<file path="src/rtl/coax_buffer.sv">
// coax_buffer: first-word-fall-through FIFO for 10-bit coax words, with flags decoded only from the registered count.
// Latency: a word written into an empty FIFO shows on read_data one cycle later. A write while full and a read while empty are dropped.
// Optional sticky overflow/underflow flags are built only when COAX_BUFFER_ERROR_FLAGS_EN is defined.
module coax_buffer #(
  parameter int DEPTH                  = 16,
  parameter int ALMOST_EMPTY_THRESHOLD = 4,
  parameter int ALMOST_FULL_THRESHOLD  = 12
) (
  input  logic       clk,
  input  logic       reset,
  input  logic [9:0] write_data,
  input  logic       write_strobe,
  input  logic       read_strobe,
  output logic [9:0] read_data,
  output logic       empty,
  output logic       full,
  output logic       almost_empty,
  output logic       almost_full,
  output logic       overflow,
  output logic       underflow
);

  localparam int AW = $clog2(DEPTH);
  localparam int CW = AW + 1;

  logic [9:0]    mem [DEPTH];
  logic [AW-1:0] wr_ptr;
  logic [AW-1:0] rd_ptr;
  logic [CW-1:0] count;
  logic          wr_acc;
  logic          rd_acc;

  assign wr_acc = write_strobe && !full;
  assign rd_acc = read_strobe && !empty;

  // The storage array is not reset, so stale words may remain after a reset.
  always_ff @(posedge clk) begin
    if (wr_acc) begin
      mem[wr_ptr] <= write_data;
    end
  end

  always_ff @(posedge clk or negedge reset) begin
    if (!reset) begin
      wr_ptr <= '0;
      rd_ptr <= '0;
      count  <= '0;
    end else begin
      if (wr_acc) begin
        wr_ptr <= wr_ptr + 1'b1;
      end
      if (rd_acc) begin
        rd_ptr <= rd_ptr + 1'b1;
      end
      case ({wr_acc, rd_acc})
        2'b10:   count <= count + 1'b1;
        2'b01:   count <= count - 1'b1;
        default: count <= count;
      endcase
    end
  end

  assign empty        = (count == '0);
  assign full         = (count == CW'(DEPTH));
  assign almost_empty = (count <= CW'(ALMOST_EMPTY_THRESHOLD));
  assign almost_full  = (count >= CW'(ALMOST_FULL_THRESHOLD));
  assign read_data    = empty ? 10'd0 : mem[rd_ptr];

`ifdef COAX_BUFFER_ERROR_FLAGS_EN
  always_ff @(posedge clk or negedge reset) begin
    if (!reset) begin
      overflow  <= 1'b0;
      underflow <= 1'b0;
    end else begin
      if (write_strobe && full) begin
        overflow <= 1'b1;
      end
      if (read_strobe && empty) begin
        underflow <= 1'b1;
      end
    end
  end
`else
  assign overflow  = 1'b0;
  assign underflow = 1'b0;
`endif

endmodule

</file>
<file path="config.mk">
export PLATFORM = sky130hd
export DESIGN_NAME = coax_buffer
export DESIGN_NICKNAME = d
export VERILOG_FILES = /design/src/rtl/coax_buffer.sv
export SDC_FILE = /design/constraint.sdc
export NUM_CORES = 1
export LEC_CHECK = 0
export ABC_CLOCK_PERIOD_IN_PS = 2930
export BUFFER_PORTS_ARGS = -buffer_cell sky130_fd_sc_hd__buf_2
export CORE_MARGIN = 10
export CORE_UTILIZATION = 30
export CTS_BUF_LIST = sky130_fd_sc_hd__clkbuf_2
export CTS_CLUSTER_DIAMETER = 60
export DETAILED_ROUTE_END_ITERATION = 8
export PLACE_DENSITY = 0.43
export RECOVER_POWER = 50
export REMOVE_ABC_BUFFERS = 1
export SLEW_MARGIN = 20
export SYNTH_ARGS = -nofsm -noshare
export SYNTH_HDL_FRONTEND = slang
export SYNTH_SLANG_ARGS = --single-unit
export TNS_END_PERCENT = 50
</file>
<file path="constraint.sdc">
create_clock -name clk -period 2.93 [get_ports clk]
set_input_delay 0.7325 -clock clk [delete_from_list [all_inputs] [get_ports clk]]
set_output_delay 0.7325 -clock clk [all_outputs]
set_load 0.01 [all_outputs]
</file>
==> results by group <==
Worst setup path
  • Worst endpoint data arrival time: 2570 ps
  • Max Fanout on Critical Path: 7
  • Worst R2R End: count[4]$_DFFE_PN0P_
  • Worst EP required: 2200 ps
  • Reg2reg path depth: 11
  • Worst Setup End Kind: output port
  • Critical-path cell list: buf_12 -> buf_12 -> buf_16 -> mux4_2 -> mux2i_1 -> o22ai_2 -> buf_2
  • Crit Path Category: reg -> out
  • Startpoint types: flop
  • Critical R2R Launch: count[3]$_DFFE_PN0P_
  • CP max stage cell: mux4_2
  • Most used cell, CP: buf_12
  • Crit path largest cell delay: 530 ps
  • R2R Setup Slk: 320 ps

Logic synthesis
  • Top-area cell type share of the netlist area: 69.0%
  • Async SR Flop Fraction: 7.51%
  • Post-synth top flop: edfxtp_1
  • Post-Synthesis Cells: 344
  • Post-synth cell types: 38
  • Synth warn: 0
  • Sequential fraction of the synthesis area: 73.7%
  • Leading area contributor after synthesis: edfxtp_1
  • Syn Area/Cell: 20.2 um^2
  • Yosys reg bits: 173
  • Cell Area, Synth: 0.00696 mm^2
  • Number of synthesized flops with an enable pin: 160
  • Top cells by area, synth: edfxtp_1 (69%), mux4_2 (12%), dfrtp_1 (4.7%), mux2i_1 (2.6%), mux4_1 (1.5%)

STA
  • Final setup vio count: 10
  • Slew @ Worst Pin: 787 ps
  • Highest clock rate: 303 MHz
  • Worst Skew: 38.0 ps
  • RSZ-0062 raised after global routing: yes
  • Post-route minimum period: 3300 ps
  • Fin. max-slew vios: 0
  • Worst Slack Setup Final: -372 ps
  • Final Hold Fails: 0
  • Max-Slew Margin vs Limit: 47.5%
  • WHS: 256 ps
  • Tcrit/Tclk final: 113%

Die
  • Core box area: 0.0227 mm^2
  • Initial Util: 30.6%
  • I/O pin count: 30
  • Rows: 55
  • Die X: 172 um
  • DIE AREA: 0.0297 mm^2
  • Die Y: 172 um

GRT
  • First-pass GRT wire length: 23,900 um
  • GRT Util Overall: 11.3%
  • Vias in the first global route: 3,673
  • Grt ovf: 0
  • Initial antenna violation count: 1
  • Pin count of the biggest net entering global routing: 29

Min path
  • Hold Path Class: in -> reg
  • Hold path cells: 3
  • Hold wc startpoint: read_strobe
  • Hold Path Sink: rd_ptr[3]$_DFFE_PN0P_

Placed design
  • Gp weighted congestion: 0.732
  • # port buffers: 27
  • Hpwl dp: 10,000 um
  • Dpl cells: 671

Clocking
  • Clk sinks: 173
  • Clk root buf: clkbuf_2
  • TritonCTS clock tree: yes
  • Clk Latency, worst-skew pair: 750 ps
  • CTS buffer count: 17
  • Worst-case clock buffer depth: 2
  • H-tree depth: 4
  • Clock Pin Slew Worst Setup and Hold Paths: 260 ps

Power
  • P per Cell Area: 923 mW/mm^2
  • Worst VDD drop: 0.335 mV
  • Leakage: 0.00275 uW
  • Total Power: 7540 uW

Final layout
  • Most common cell after layout, fill and taps aside: edfxtp_1
  • FF/Latch Area: 0.00513 mm^2
  • Multi-input logic area: 0.00181 mm^2
  • Final Core Density: 36.0%
  • FILL cells: 2,076
  • Layout cells sized above 1: 37.1%
  • Area Growth Syn to Fin: 17.4%
  • Fin cells: 715
  • Commonest cells after routing, fill and taps aside: edfxtp_1 (160), mux4_2 (41), buf_4 (34), clkbuf_2 (17), buf_2 (14)
  • Nets@finish: 437

Status
  • Status: finished, violations left
  • Failing checks: negative setup slack

Drt
  • Drt wl/cell: 22.0 um
  • Antenna Nets Post-Route: 0
  • Vias: 3,406
  • Iteration-0 DRC Markers: 207
  • DRT Wirelength: 15,700 um
  • DRC Markers: 0
  • Drt pass-1 iters: 6
  • Via-to-Cell Ratio: 4.76

Job
  • Max Cap Viol: 0
[routing by layer]
metal / part of all wire (%) / global-route usage, %
met1: 47 / 15.2
met2: 48 / 17.5
met3: 3.9 / 2.92
met4: 1.3 / 3.37
met5: 0 / 0
[sequential cells by signal, indices dropped and copies added, names as in the netlist]
| register | cells |
|---|---|
| rd_ptr | 4 |
| wr_ptr | 4 |
| count | 5 |
| mem | 160 |
[final cells by class]
cell class                      count  share of cell area [%]
Clock inverter                     15                    2.07
Clock buffer                       17                    1.04
Sequential cell                   173                    62.9
Inverter                            6                   0.276
Antenna cell                        2                  0.0613
Timing Repair Buffer               71                    7.15
Tap cell                          285                    4.37
Multi-Input combinational cell    146                    22.2
[cells in the mapped netlist, types with 2 or more instances]
| library cell | n |
|---|---|
| nor3_1 | 5 |
| nand2_1 | 8 |
| buf_2 | 6 |
| dfrtp_1 | 13 |
| buf_4 | 3 |
| and2_1 | 2 |
| and3b_1 | 2 |
| o22ai_1 | 9 |
| xnor2_1 | 7 |
| ha_1 | 8 |
| edfxtp_1 | 160 |
| nand3_1 | 2 |
| nand2b_1 | 3 |
| mux2_2 | 2 |
| mux4_1 | 4 |
| a21oi_1 | 4 |
| xor2_1 | 6 |
| nor2_1 | 13 |
| inv_1 | 6 |
| mux4_2 | 37 |
| buf_1 | 2 |
| mux2i_1 | 18 |
| clkbuf_1 | 8 |
| o21ai_0 | 2 |
[critical path, delay by kind of cell (launching register included)]
| kind | cells | cell delay [ps] |
|---|---|---|
| AO/OA/AOI/OAI | 1 | 120 |
| buffers and inverters | 4 | 540 |
| flip-flops | 1 | 470 |
| multiplexers | 2 | 710 |
[per-stage QoR]
step | setup slack [ps] | instance area [um^2] | setup TNS (ps)
after floorplan | -518 | 6860 | -3610
after global placement | 232 | 7670 | 0
after detailed placement | 205 | 7670 | 0
after CTS | -482 | 8210 | -4380
after global routing | -562 | 8170 | -5340
final | -372 | 8170 | -3130
[logic make-up (layout without fill, tap and decap cells)]
family,after synthesis,in the layout,synth area share [%]
buffers and inverters,26,109,1.78
multiplexers,61,61,16.4
adder cells (fa/ha/maj),8,8,1.44
flip-flops,173,173,73.7
other,1,4,0.0539
AO/OA/AOI/OAI,21,21,1.92
XOR/XNOR,13,13,1.64
AND/OR/NAND/NOR,41,41,3.06
[what timing repair did]
| action | in CTS | in global routing |
|---|---|---|
| pin swaps | 4 | 2 |
| setup buffers | 7 | 0 |
| gates cloned | 3 | 0 |
| hold endpoints to repair | 13 | 0 |
| resized for setup | 33 | 0 |
| hold buffers | 1 | 0 |
| setup endpoints to repair | 11 | 11 |
[worst max path at each step]
stage / depth (start not counted) / endpoint / slack, ps / startpoint
2_1_floorplan: 3 / read_data[8] / -520 / rd_ptr[1]$_DFFE_PN0P_
3_3_place_gp: 5 / read_data[6] / 230 / rd_ptr[1]$_DFFE_PN0P_
3_5_place_dp: 11 / count[4]$_DFFE_PN0P_ / 210 / count[3]$_DFFE_PN0P_
4_1_cts: 7 / read_data[7] / -480 / rd_ptr[1]$_DFFE_PN0P_
5_1_grt: 7 / read_data[7] / -560 / rd_ptr[1]$_DFFE_PN0P_
6_report: 7 / read_data[7] / -370 / rd_ptr[1]$_DFFE_PN0P_
[report_power, final]
group          internal [uW]  switching, uW  total, uW
combinational           1550           1510       3060
sequential              3020            203       3220
clock                    291            968       1260
No activity file was read; power rests on OpenSTA's default activity.
